`src/rtl/button_bank_if.sv`:
```
// rtl/button_bank_if.sv - push-button bank signal bundle (raw pins in, conditioned levels and strobes out)
interface button_bank_if #(
    parameter int CH = 4
);
    logic [CH-1:0] pb_in;
    logic [CH-1:0] pb_state;
    logic [CH-1:0] pb_down;
    logic [CH-1:0] pb_up;
    logic [CH-1:0] pb_repeat;
    logic          pb_any;

    modport master (
        output pb_in,
        input  pb_state, pb_down, pb_up, pb_repeat, pb_any
    );

    modport slave (
        input  pb_in,
        output pb_state, pb_down, pb_up, pb_repeat, pb_any
    );
endinterface

```
`src/rtl/button_bank.sv`:
```
// rtl/button_bank.sv - multi-channel button synchroniser/debouncer with press/release strobes
// Optional hold-to-repeat strobes are built when BUTTON_BANK_REPEAT_EN is defined.
module button_bank #(
    parameter int CH         = 4,
    parameter int N          = 20,
    parameter int ACTIVE_LOW = 1,
    parameter int RPT_DELAY  = 50_000_000,
    parameter int RPT_RATE   = 10_000_000
) (
    input  logic         clk,
    input  logic         rst_n,
    button_bank_if.slave bus
);
    logic [CH-1:0] pin_level;
    logic [CH-1:0] sync1;
    logic [CH-1:0] sync2;
    logic [CH-1:0] state;
    logic [CH-1:0] down;
    logic [CH-1:0] up;
    logic [CH-1:0] toggle;
    logic [N-1:0]  cnt [CH];

    // Polarity is normalised before the first flop so everything downstream is active-high.
    assign pin_level = (ACTIVE_LOW != 0) ? ~bus.pb_in : bus.pb_in;

    always_comb begin
        toggle = '0;
        for (int i = 0; i < CH; i++) begin
            toggle[i] = (sync2[i] != state[i]) && (&cnt[i]);
        end
    end

    always_ff @(posedge clk or negedge rst_n) begin
        if (!rst_n) begin
            sync1 <= '0;
            sync2 <= '0;
            state <= '0;
            down  <= '0;
            up    <= '0;
            for (int i = 0; i < CH; i++) begin
                cnt[i] <= '0;
            end
        end else begin
            sync1 <= pin_level;
            sync2 <= sync1;
            state <= state ^ toggle;
            down  <= toggle & ~state;
            up    <= toggle & state;
            for (int i = 0; i < CH; i++) begin
                if ((sync2[i] == state[i]) || toggle[i]) begin
                    cnt[i] <= '0;
                end else begin
                    cnt[i] <= cnt[i] + 1'b1;
                end
            end
        end
    end

    assign bus.pb_state = state;
    assign bus.pb_down  = down;
    assign bus.pb_up    = up;
    assign bus.pb_any   = |state;

`ifdef BUTTON_BANK_REPEAT_EN
    localparam int RMAX = (RPT_DELAY > RPT_RATE) ? RPT_DELAY : RPT_RATE;
    localparam int RW   = $clog2(RMAX + 1);
    localparam logic [RW-1:0] DELAY_LAST = RW'(RPT_DELAY - 1);
    localparam logic [RW-1:0] RATE_LAST  = RW'(RPT_RATE - 1);

    logic [RW-1:0] rcnt [CH];
    logic [CH-1:0] first;
    logic [CH-1:0] rpt;

    // Clearing on the release toggle keeps a strobe out of the pb_up cycle.
    always_ff @(posedge clk or negedge rst_n) begin
        if (!rst_n) begin
            rpt   <= '0;
            first <= '1;
            for (int i = 0; i < CH; i++) begin
                rcnt[i] <= '0;
            end
        end else begin
            for (int i = 0; i < CH; i++) begin
                rpt[i] <= 1'b0;
                if (!state[i] || toggle[i]) begin
                    rcnt[i]  <= '0;
                    first[i] <= 1'b1;
                end else if (rcnt[i] == (first[i] ? DELAY_LAST : RATE_LAST)) begin
                    rpt[i]   <= 1'b1;
                    rcnt[i]  <= '0;
                    first[i] <= 1'b0;
                end else begin
                    rcnt[i] <= rcnt[i] + 1'b1;
                end
            end
        end
    end

    assign bus.pb_repeat = rpt;
`else
    assign bus.pb_repeat = '0;
`endif
endmodule
```
`src/flat_wrapper.sv`:
```
// flat-port wrapper written by rule: the top's interface ports become plain ports
module button_bank_flat 
#(
    parameter int CH         = 4,
    parameter int N          = 20,
    parameter int ACTIVE_LOW = 1,
    parameter int RPT_DELAY  = 50_000_000,
    parameter int RPT_RATE   = 10_000_000
)
  (clk, rst_n, bus_pb_in, bus_pb_state, bus_pb_down, bus_pb_up, bus_pb_repeat, bus_pb_any);
  button_bank_if #(.CH(CH)) bus_i ();
  input  logic clk;
  input  logic rst_n;
  input wire logic [$bits(bus_i.pb_in)-1:0] bus_pb_in;
  output wire logic [$bits(bus_i.pb_state)-1:0] bus_pb_state;
  output wire logic [$bits(bus_i.pb_down)-1:0] bus_pb_down;
  output wire logic [$bits(bus_i.pb_up)-1:0] bus_pb_up;
  output wire logic [$bits(bus_i.pb_repeat)-1:0] bus_pb_repeat;
  output wire logic [$bits(bus_i.pb_any)-1:0] bus_pb_any;
  assign bus_i.pb_in = bus_pb_in;
  assign bus_pb_state = bus_i.pb_state;
  assign bus_pb_down = bus_i.pb_down;
  assign bus_pb_up = bus_i.pb_up;
  assign bus_pb_repeat = bus_i.pb_repeat;
  assign bus_pb_any = bus_i.pb_any;
  button_bank #(.CH(CH), .N(N), .ACTIVE_LOW(ACTIVE_LOW), .RPT_DELAY(RPT_DELAY), .RPT_RATE(RPT_RATE)) u_core (.clk(clk), .rst_n(rst_n), .bus(bus_i));
endmodule
```
`config.mk`:
```
export PLATFORM = sky130hd
export DESIGN_NAME = button_bank_flat
export DESIGN_NICKNAME = d
export VERILOG_FILES = /design/src/rtl/button_bank_if.sv /design/src/rtl/button_bank.sv /design/src/flat_wrapper.sv
export SDC_FILE = /design/constraint.sdc
export NUM_CORES = 1
export LEC_CHECK = 0
export ABC_AREA = 1
export CORE_MARGIN = 2
export CORE_UTILIZATION = 54
export CTS_CLUSTER_DIAMETER = 120
export DETAILED_ROUTE_END_ITERATION = 8
export GPL_ROUTABILITY_DRIVEN = 0
export PLACE_DENSITY = 0.8
export SKIP_LAST_GASP = 1
export SLEW_MARGIN = 20
export SYNTH_ARGS = -nofsm -noshare
export SYNTH_HDL_FRONTEND = slang
export SYNTH_SLANG_ARGS = --single-unit
```
`constraint.sdc`:
```
create_clock -name clk -period 1.9 [get_ports clk]
set_input_delay 0.475 -clock clk [delete_from_list [all_inputs] [get_ports clk]]
set_output_delay 0.475 -clock clk [all_outputs]
set_load 0.05 [all_outputs]
```
Yosys cells after proc, flatten, opt, wreduce, memory -nomap -nowiden

Index checks and enable logic that the tools add are counted.

Register bits after elaboration: 100
Input bits: 6
Output and inout bits: 17
Logic and storage cells: 43

Add/subtract/negate cells: 4
Equal/unequal tests: 8
Muxes and demuxes: 4
Bitwise operators: 5
Reduce and logical (&&, ||, !) cells: 13

Operators by type and width:

| cell                                                            | count |
|---|---|
| 20-bit by 1-bit adder with 20-bit output, second input constant | 4 |
| 20-bit 2-to-1 mux                                               | 4 |
| 20-bit AND reduction                                            | 4 |
| 4-bit bitwise AND                                               | 2 |
| 4-bit NOT                                                       | 2 |
| 1-bit equality test                                             | 4 |
| 1-bit logical AND                                               | 4 |
| 1-bit logical OR                                                | 4 |
| 1-bit inequality test                                           | 4 |
| 4-bit OR reduction                                              | 1 |
| 4-bit bitwise XOR                                               | 1 |

Logic depth before layout (Yosys ltp)

Gate-level depths: netlist of the first run.

Depth after elaboration: 4
Mapped depth: 9
Depth with buffers taken out: 9

Worst setup path after synthesis of the first run

OpenSTA, ideal clock, no wires.

Path type: register -> output
Start: register (tool-made name)
End: output bus_pb_any
Data arrival time: 1.216 ns
Data required time: 1.425 ns
Slack: 0.209 ns
Stages on the path, launching flop included: 3
Path buffers: 0
Path through: dfrtp_1 > inv_1 > nand4_1

RTL lines:

| item      | RTL line           | RTL |
|---|---|---|
| to (decl) | flat_wrapper.sv:19 | `output wire logic [$bits(bus_i.pb_any)-1:0] bus_pb_any;` |

==> results of run 1 <==
[sequential cells by signal, indices dropped and copies added (netlist names), named ones only]
name	flops
u_core.cnt	80
u_core.bus.pb_down	4
u_core.bus.pb_up	4
u_core.sync1	4
u_core.sync2	4
[kinds of logic after synthesis]
logic type / after synthesis / share of synthesized area (%)
simple gates: 368 / 31.4
flops: 100 / 49.5
buf+inv: 90 / 8.09
xor+xnor: 47 / 8.14
compound gates: 16 / 1.83
fa+ha+maj: 4 / 0.989
other cells: 1 / 0.0741
[per-layer routing]
metal,vias to the layer above,share of wire [%]
met1,1795,45
li1,1942,-
met3,11,4.2
met5,-,0
met4,0,1.2
met2,66,50
[synthesized netlist by cell type]
cell                       number
sky130_fd_sc_hd__a21oi_1        3
sky130_fd_sc_hd__buf_4          5
sky130_fd_sc_hd__buf_6          7
sky130_fd_sc_hd__conb_1         1
sky130_fd_sc_hd__dfrtp_1      100
sky130_fd_sc_hd__ha_1           4
sky130_fd_sc_hd__inv_1         74
sky130_fd_sc_hd__inv_2          4
sky130_fd_sc_hd__nand2_1      154
sky130_fd_sc_hd__nand2_2        8
sky130_fd_sc_hd__nand2_4        1
sky130_fd_sc_hd__nand3_1       38
sky130_fd_sc_hd__nand3_2        3
sky130_fd_sc_hd__nand3b_1       3
sky130_fd_sc_hd__nand4_1        8
sky130_fd_sc_hd__nor2_1       124
sky130_fd_sc_hd__nor2_2        13
sky130_fd_sc_hd__nor2_4         5
sky130_fd_sc_hd__nor3_1        11
sky130_fd_sc_hd__o21ai_0        8
sky130_fd_sc_hd__o21bai_1       5
sky130_fd_sc_hd__xnor2_1       18
sky130_fd_sc_hd__xor2_1        29
[timing repair]
action                                 4_1_cts  5_1_grt
hold buffers                                 0        0
resized for setup                            0        3
setup endpoints to repair                    0        4
endpoints found under the hold margin        0        0
[final cells by class]
cell class                      instances  area (µm²)
Clock buffer                           11         151
Clock inverter                          5        60.1
Fill cell                             794        3630
Inverter                               78         293
Multi-Input combinational cell        439        2170
Sequential cell                       100        2500
Tap cell                              111         139
Timing Repair Buffer                   21         205
[how the worst max path moves through the flow]
stage	slack, ps	end
final	100	bus_pb_any
after global routing	2	bus_pb_any
after CTS	30	bus_pb_any
after detailed placement	160	u_core.cnt[32]
after global placement	220	u_core.cnt[72]
after floorplan	210	bus_pb_any
[critical path, delay by kind of cell, from the launching register on]
kind / cells / cell delay [ps]
buffers and inverters: 2 / 320
DFF: 1 / 460
and+or+nand+nor: 1 / 180
[power by group]
part | switching, mW | internal (mW)
combinational | 0.114 | 0.0453
sequential | 0.0210 | 2.16
clock | 0.751 | 0.683
total | 0.886 | 2.88
[stage by stage]
stage          cell area (µm²)  power (mW)  instances  worst slack [ps]  util, %
2_1_floorplan             5070        2.32        629               209        -
3_5_place_dp              5300        2.38        749               162     57.9
5_1_grt                   5520        3.90        765              1.81     60.3
4_1_cts                   5510        3.80        765              31.6     60.2
3_3_place_gp              5300        2.37        749               225     57.9
6_report                  5520        3.77        765              96.2     60.3
==> run summary, run 1 <==
The run finished with clean final reports. The tools report the post-detailed-route count of antenna-violating nets as 0. The met1 capacity usage during global routing came out at 25.4%. The vertical die dimension came out at 101 µm. Kind of end point of the critical path: an output port. The via count of the first global-routing pass was 3647; the total via count in the routed design was 3814. Compared with the post-synthesis result, the final layout area differs by 9.12%. On the critical path, the stage with the largest delay is an instance of sky130_fd_sc_hd__dfrtp_1.

The fraction of met2 tracks used by global routing is 33.5%, and the initial core utilization is 55.3%. Clock tree synthesis found a total of 100 sinks. The tools report the cell row count as 35.

0 antenna diodes ended up in the layout. The core region is 9150 µm². Buffers added to address setup during post-CTS repair amount to 0. The run gives 1330 ps as the worst path arrival time. Clock tree synthesis selected as its root buffer the cell sky130_fd_sc_hd__clkbuf_8. Dividing the detail-routed wire length by the instance count gives 11.9 µm. After detailed routing, the number of vias per cell comes to 4.99. Max-cap violations in this run came to 0. The detailed router finished its first iteration with 175 violations. The most common cell after layout, fill and taps aside was sky130_fd_sc_hd__nand2_1.

At the later pin of the worst-skew pair, clock insertion delay measures 380 ps. Setup violations remaining at the end of the flow were counted as 0. The die covers 10200 µm².

The largest stage delay on the critical path was 460 ps. The critical path is of the register to output port type. The count of final hold-check violations came out at 0. Global routing used 6.31% of the available met3 tracks. Cell accounting for the most synthesized area: sky130_fd_sc_hd__dfrtp_1. Pin placement for this block handled 23 I/O pins.

The post-route clock period utilization came out at 94.9%. The worst path needs 1800 ps of the cycle, external delays included. The source of the worst register-to-register timing path is u_core.cnt[60]. STA classifies the critical path startpoint as a register. The global routing's busiest layer was met2.

The worst register-to-register path ends at u_core.cnt[77]. The sum of negative setup slack came out at 0 ps. The count of cells along the worst register-to-register path is 8, and the maximum vdd drop is 964 µV. The signal on the critical path passes through inv_1, nand4_1, buf_12.

The number of antenna violations at the first check in global routing was 0; the residual overflow from global routing was 0. For the number of design rule violations left after detail routing, the log shows 0. In this run the power density over the cells is 683 nW/µm².

Along the worst path, the maximum fanout reaches 5. The clock passes through at most 2 buffers. Final max-slew violation count: 0.

Between clock sinks in the finished design, the worst skew comes to 17.0 ps. Final net count: 659. The total routed wirelength was 9140 µm; the static power due to leakage was 2.54 nW. In the post-synthesis netlist, the biggest area contributors are sky130_fd_sc_hd__dfrtp_1 49%, sky130_fd_sc_hd__nand2_1 11%, sky130_fd_sc_hd__nor2_1 9.2%, sky130_fd_sc_hd__inv_1 5.5%, sky130_fd_sc_hd__xor2_1 5.0%. Synthesis inferred 100 register bits. Entering global routing, the biggest net connects 36 pins.

Data on the critical path is required at its endpoint by 1420 ps. In the global route stage, overall resource usage came out at 20.0%. The class of the most critical hold timing path was primary input to asynchronous set/reset pin. The placed wire-length estimate was 6630 µm. Setup repair after global routing left no endpoint under its margin. The synthesized cell area is 5060 µm². The H-tree level count is 3. Based on the critical path, the design can be clocked at up to 554 MHz. The library cells used most frequently in the layout, excluding fill and tap cells, are 154 x sky130_fd_sc_hd__nand2_1, 124 x sky130_fd_sc_hd__nor2_1, 99 x sky130_fd_sc_hd__dfrtp_1. The count of buffers added on input and output ports is 18. Yosys printed 0 warnings. The floorplan step set the die width to 101 µm. The tools report the worst-case hold slack as 52.5 ps. Synthesis produced 626 cells. After synthesis, the netlist uses 23 different library cells.

The first-pass detailed-route iteration total is 4, and the number of buffers added by the clock tree synthesis step is 9. The logs give 49.5% for the share of synthesized area occupied by flip-flops and latches and 180 ps for the reg-to-reg setup timing slack. Clock slew seen by the registers of the worst setup and hold paths: 100 ps. The top cell type by area accounts for 49.5% of the synthesized area.

TritonCTS built the clock tree. A synthesized cell averages 8.08 µm². The first global-routing pass estimated 16100 µm of wire.

The post-route netlist has 10.4% of its cells at a drive strength greater than 1.
Power figures use the tool's default switching activity.
==> run 2, diff against run 1 <==
Settings changed: CORE_UTILIZATION 54 to 35, PLACE_DENSITY 0.8 to 0.59.
==> run summary, run 2 (synthesized netlist as in run 1, its figures left out) <==
The reg-to-reg setup timing slack came out at 210 ps (+30 ps). The maximum vdd drop was 479 µV (-50%); the max capacitance violation total was 0 (unchanged). The flow ran to the end, and the final reports show no timing, DRC or antenna violations. The critical path in this run is classified as register to output port.

Worst reg2reg path endpoint: u_core.cnt[71]. The logs give 0 (unchanged) for the number of hold buffers added after CTS and 23 (unchanged) for the I/O pin count. The largest fanout on the critical path works out to 5 (unchanged). Setup repair after global routing left no endpoint under its margin. The worst path arrival time came out at 1320 ps (about the same). The flip-flop count of the largest register, all copies and words added is 80 (unchanged), and the first-pass GRT wire length is 16600 µm (+3.3%).

The fraction of final layout cells with drive strength greater than 1 works out to 10.2% (-0.18 points). u_core.cnt holds more flip-flops than any other register. The cell row count came out at 43 (+23%). The logs give 350 ps (-30 ps) for the latest clock arrival within the worst-skew pair and 0 (unchanged) for the number of gates resized after cts.

The tools report the total via count in the routed design as 3713 (-2.6%). Number of antenna cells inserted: 0 (unchanged). The run gives 0 (unchanged) as the residual overflow from global routing. The logs give 15400 µm² (+52%) for the full die area and 2.58 nW (+1.9%) for the static power due to leakage. For the utilization of the core after routing, the log shows 40.8% (-20 points). The tools report the upper clock frequency limit as 557 MHz (+0.39%).

The final net count is 661 (+0.30%), and the relative contribution of combinational cells to total power is 3.8% (-0.4 points). The fill cell total of the finished layout is 1432 (+80%). For the post-detailed-route count of antenna-violating nets, the log shows 0 (unchanged). The number of clock sinks was 100 (unchanged); the setup clock skew after layout was 5.42 ps (-11.6 ps). The source of the worst register-to-register timing path was u_core.cnt[60].

For the pin count of the biggest net entering global routing, the log shows 34 (-5.6%). The via count of the first global-routing pass is 3718 (+1.9%), and the clock share of power is 44.3% (+6.2 points). The top cell types in the final layout, fill and taps aside, are 154 x sky130_fd_sc_hd__nand2_1, 124 x sky130_fd_sc_hd__nor2_1, 100 x sky130_fd_sc_hd__dfrtp_1. The sum of negative setup slack is 0 ps (unchanged). The layout-stage area growth over the synthesis result is 12.9%. TritonCTS built the clock tree.

The width of the die was 124 µm (+23%). STA classifies the critical path endpoint as an output port. The clock slew seen by the registers of the worst setup and hold paths came out at 60 ps (-40 ps).

The count of endpoints failing setup in the final report came out at 0 (unchanged). The most common cell after layout, fill and taps aside is sky130_fd_sc_hd__nand2_1. The tools report the total routed wirelength as 9090 µm (-0.55%). Number of antenna violations at the first check in global routing: 0 (unchanged). Number of DRC violations after detailed-routing iteration 0: 187 (+6.9%).

The average via count per standard cell came out at 4.44 (-11%). The wire length per cell works out to 10.9 µm (-9.0%). Kind of start point of the critical path: a register. Buffer depth of the longest clock path: 2 (unchanged). The run gives 0 (unchanged) as the count of final hold-check violations. The logs give 9 (unchanged) for the number of buffers added by the clock tree synthesis step and 4 (unchanged) for the first-pass detailed-route iteration total. The required time of the critical path was 1420 ps (about the same); the vertical die dimension was 124 µm (+23%). The initial core utilization came out at 36.2% (-19 points). The tools report the total setup buffers inserted after CTS as 0 (unchanged).

The logs give 902 µW (+1.7%) for the net switching power and 12.9% (-7.1 points) for the total track usage. The count of cells along the worst register-to-register path was 8 (unchanged); the cell internal power dissipation was 3.30 mW (+14%). The clock period minus worst slack works out to 1800 ps (-6.93 ps).

The switching portion of total power was 21.5% (-2.0 points). The final max-slew violation count was 0 (unchanged). The power density over cell area was 735 nW/µm² (+7.7%). The post-route clock period utilization came out at 94.6% (-0.36 points).

The core footprint was 14000 µm² (+53%); the placed wire-length estimate was 6670 µm (+0.65%). In this run the worst hold path is classified as primary input to asynchronous set/reset pin. Count of input and output buffers: 18 (unchanged). The tools report the number of design rule violations left after detail routing as 0 (unchanged). The root buffer cell chosen for the clock tree is sky130_fd_sc_hd__clkbuf_16.

The fraction of power consumed by sequential logic was 51.9% (-5.8 points). The run gives 3 (unchanged) as the H-tree level count.
run 2: cell count changes in the layout (fill, tap and decap cells not counted), sizes merged:
| cell | before | now |
|---|---|---|
| clkinv | 3 | 0 |
| clkbuf | 11 | 13 |
| buf | 17 | 19 |
| clkinvlp | 1 | 2 |
run 2: metal layers:
metal / GRT usage [%] / wire length [µm] / up-vias / part of all wire (%)
met1: 16.4 / 4450 / 1715 / 49
met3: 3.14 / 277 / 11 / 3.0
li1: - / - / 1943 / -
met5: 0 / 0 / - / 0
met2: 21.3 / 4200 / 44 / 46
met4: 5.02 / 161 / 0 / 1.8
run 2: worst max path at each step:
| stage | slack [ps] | to |
|---|---|---|
| 2_1_floorplan | 210 | bus_pb_any |
| 3_3_place_gp | 200 | u_core.cnt[16] |
| 3_5_place_dp | 160 | u_core.cnt[14] |
| 4_1_cts | 70 | bus_pb_any |
| 5_1_grt | 20 | bus_pb_any |
| 6_report | 100 | bus_pb_any |
run 2: power groups by stage:
stage	clock (mW)	sequential, mW	combinational [mW]
6_report	1.86	2.18	0.160
5_1_grt	2.00	2.18	0.186
4_1_cts	1.93	2.18	0.166
3_5_place_dp	0	2.22	0.165
3_3_place_gp	0	2.22	0.161
2_1_floorplan	0	2.21	0.106
run 2: worst max-delay path, cell delays in order, from the launching register on:
cell	delay, ps
sky130_fd_sc_hd__dfrtp_1	440
sky130_fd_sc_hd__inv_1	160
sky130_fd_sc_hd__nand4_1	180
sky130_fd_sc_hd__buf_12	190
run 2: stage by stage:
stage	total power, mW	setup WS (ps)	hold WS (ps)	area, µm²	cells
CTS	4.28	72.9	68.2	5710	836
finish	4.20	103	66.1	5710	836
floorplan	2.32	209	179	5070	629
global route	4.36	17.3	87.8	5710	836
detailed placement	2.38	157	336	5400	820
global placement	2.38	197	333	5400	820
run 2: final cells by class:
cell class / count / area [µm²] / area share (%)
Tap cell: 180 / 225 / 3.94
Clock buffer: 13 / 260 / 4.56
Multi-Input combinational cell: 439 / 2160 / 37.9
Timing Repair Buffer: 23 / 220 / 3.86
Clock inverter: 3 / 45.0 / 0.789
Inverter: 78 / 293 / 5.13
Sequential cell: 100 / 2500 / 43.8
==> run 3, diff against run 2 <==
Settings changed: RECOVER_POWER set to 100.
==> run summary, run 3 (synthesized netlist as in run 1, its figures left out) <==
The flow ran to the end, and the final reports show no timing, DRC or antenna violations. The instance area after placement was 5400 µm² (unchanged); the width of the die was 124 µm (unchanged). The required time of the critical path is 1420 ps (about the same).

The tools report the number of instances in the placed design as 820 (unchanged). The post-route clock period utilization was 93.0% (-1.6 points); the total track usage was 12.9% (unchanged). The number of clock sinks is 100 (unchanged), and the residual overflow from global routing is 0 (unchanged).

In this run the clock root is driven by a sky130_fd_sc_hd__clkbuf_16. The number of DRC violations after detailed-routing iteration 0 was 205 (+9.6%); the largest fanout on the critical path was 5 (unchanged). The cell family contributing the most delay on the critical path is flip-flops. The fill cell total of the finished layout came out at 1456 (+1.7%). The power density over cell area was 750 nW/µm² (+1.9%); the H-tree level count was 3 (unchanged). The run gives 276 µm (-0.36%) as the routed length on met3.

The tools report the core footprint as 14000 µm² (unchanged). The run gives 3718 (unchanged) as the via count of the first global-routing pass. The vertical die dimension was 124 µm (unchanged). Placed wire-length estimate: 6670 µm (unchanged).

The library cells used most frequently in the layout, excluding fill and tap cells, are 155 x sky130_fd_sc_hd__nand2_1, 129 x sky130_fd_sc_hd__nor2_1, 100 x sky130_fd_sc_hd__dfrtp_1. The number of design rule violations left after detail routing was 0 (unchanged). The count of endpoints failing setup in the final report is 0 (unchanged), and the wire length per cell is 10.9 µm (+0.52%). The number of buffers added by the clock tree synthesis step came out at 9 (unchanged). The worst setup path is of the register to output port kind. The tools report the initial core utilization as 36.2% (unchanged). At the pin with the least slew margin, the transition time is 818 ps. For the pin count of the biggest net entering global routing, the log shows 34 (unchanged).

Kind of end point of the critical path: an output port. The largest stage delay on the critical path was 440 ps (about the same). From synthesis to final layout, the design area changed by 10.4%. The fraction of final layout cells with drive strength greater than 1 is 7.47% (-2.7 points), and the number of antenna violations at the first check in global routing is 0 (unchanged). Clock period minus worst slack: 1770 ps (-29.8 ps). The critical path goes through inv_1, nand4_1, clkbuf_4.

Setup repair after global routing left no endpoint under its margin. The slowest stage of the critical path belongs to the cell sky130_fd_sc_hd__dfrtp_1. The tools report the first-pass detailed-route iteration total as 4 (unchanged). The total routed wirelength came out at 9140 µm (+0.52%). The clock slew seen by the registers of the worst setup and hold paths was 70 ps (about the same); the static power due to leakage was 2.52 nW (-2.3%).

The worst path arrival time was 1290 ps (-30 ps). Sum of buffers and inverters on the critical path: 2 (unchanged). The routed length on met2 is 4240 µm (+0.91%). The run gives 133 ps (+29.8 ps) as the worst setup slack after layout. The first-pass GRT wire length was 16600 µm (unchanged); the count of input and output buffers was 18 (unchanged). The post-detailed-route count of antenna-violating nets was 0 (unchanged). Flip-flop count of the largest register, all copies and words added: 80 (unchanged). The max capacitance violation total is 0 (unchanged), and the count of final hold-check violations is 0 (unchanged).

The logs give 0 (unchanged) for the total setup buffers inserted after CTS and 350 ps (about the same) for the latest clock arrival within the worst-skew pair. The tools report the kind of start point of the critical path as a register. The average via count per standard cell came out at 4.43 (-0.19%). The run gives 5590 µm² (-2.2%) as the final cell area excluding filler cells.

TritonCTS built the clock tree. For the sum of negative setup slack, the log shows 0 ps (unchanged). The maximum vdd drop was 478 µV (about the same). In this run the top signal layer used is met4.

Total via count in the routed design: 3706 (-0.19%). The buffer depth of the longest clock path is 2 (unchanged), and the full die area is 15400 µm² (unchanged). The setup clock skew after layout was 6.01 ps (+0.591 ps); the number of hold buffers added after CTS was 0 (unchanged). The upper clock frequency limit is 566 MHz (+1.7%). The number of antenna cells inserted is 0 (unchanged). The final cell count without fillers is 836 (unchanged), and the cell row count is 43 (unchanged). The final max-slew violation count is 0 (unchanged).

For the I/O pin count, the log shows 23 (unchanged). Measured against its own limit, the worst slew margin works out to 45.5%. For the routed length on met1, the log shows 4460 µm (+0.25%). The most common cell after layout, fill and taps aside was sky130_fd_sc_hd__nand2_1. In this run the worst hold path is classified as primary input to asynchronous set/reset pin. Register containing the most flip-flops in the final layout: u_core.cnt. The worst setup timing slack at the placement stage was 157 ps (unchanged); the final net count was 661 (unchanged).
-- run 3: cell types whose count changed in the layout (fill, tap and decap cells not counted), moves of 2 or more --
cell	previous run	this run
sky130_fd_sc_hd__buf_4	16	1
sky130_fd_sc_hd__clkbuf_1	2	13
sky130_fd_sc_hd__clkbuf_2	0	6
sky130_fd_sc_hd__nor2_1	124	129
sky130_fd_sc_hd__clkdlybuf4s50_1	4	0
sky130_fd_sc_hd__dlygate4sd3_1	0	4
sky130_fd_sc_hd__buf_12	3	0
sky130_fd_sc_hd__nor2_4	5	2
sky130_fd_sc_hd__nor2_2	13	11
-- run 3: path summary, 6_finish.rpt --
path	start	end	slack, ps	cells after the start
setup / recovery	register	bus_pb_any	130	3
hold / removal	rst_n	u_core.cnt[55]	180	1
setup reg to reg	u_core.cnt[40]	u_core.cnt[46]	210	8
hold reg to reg	u_core.sync1[0]	u_core.sync2[0]	350	0
max in group asynchronous	rst_n	u_core.cnt[74]	440	2
min in group clk	u_core.sync1[0]	u_core.sync2[0]	350	0
-- run 3: final cells by class --
class / instances / area (µm²) / share of cell area (%)
Inverter: 78 / 293 / 5.24
Tap cell: 180 / 225 / 4.03
Timing Repair Buffer: 23 / 126 / 2.26
Clock inverter: 3 / 45.0 / 0.806
Multi-Input combinational cell: 439 / 2130 / 38.2
Clock buffer: 13 / 260 / 4.66
Sequential cell: 100 / 2500 / 44.8
-- run 3: report_power, final --
| group | total (mW) | leakage, nW | internal, mW | switching, mW |
|---|---|---|---|---|
| Clock | 1.86 | 0.142 | 1.09 | 0.768 |
| Combinational | 0.148 | 1.01 | 0.0348 | 0.113 |
| Sequential | 2.18 | 1.37 | 2.16 | 0.0203 |
-- run 3: worst register-to-register path, cell delays in order (launching register included) --
cell and delay [ps]:
sky130_fd_sc_hd__dfrtp_1 370, sky130_fd_sc_hd__ha_1 190, sky130_fd_sc_hd__nand2_1 100, sky130_fd_sc_hd__nor2_4 140
sky130_fd_sc_hd__nand2_2 100, sky130_fd_sc_hd__nor2_1 140, sky130_fd_sc_hd__nand2_1 110, sky130_fd_sc_hd__nand2_2 320
sky130_fd_sc_hd__nor2_1 100
-- run 3: repair_timing --
action / CTS / global route
gates resized for setup: 0 / 1
endpoints found under the setup margin: 0 / 1
endpoints found under the hold margin: 0 / 0
-- run 3: routing by layer --
layer  track usage, %  vias up
met3             3.14       11
met2             21.3       39
met1             16.4     1710
li1                 -     1946
met4             5.02        0
met5                0        -
-- run 3: metrics by stage --
stage / util, % / hold WS (ps) / power, mW
floorplan: - / 179 / 2.32
global placement: 38.6 / 333 / 2.38
detailed placement: 38.6 / 336 / 2.38
CTS: 40.8 / 68.2 / 4.28
global route: 39.9 / 247 / 4.35
finish: 39.9 / 184 / 4.19
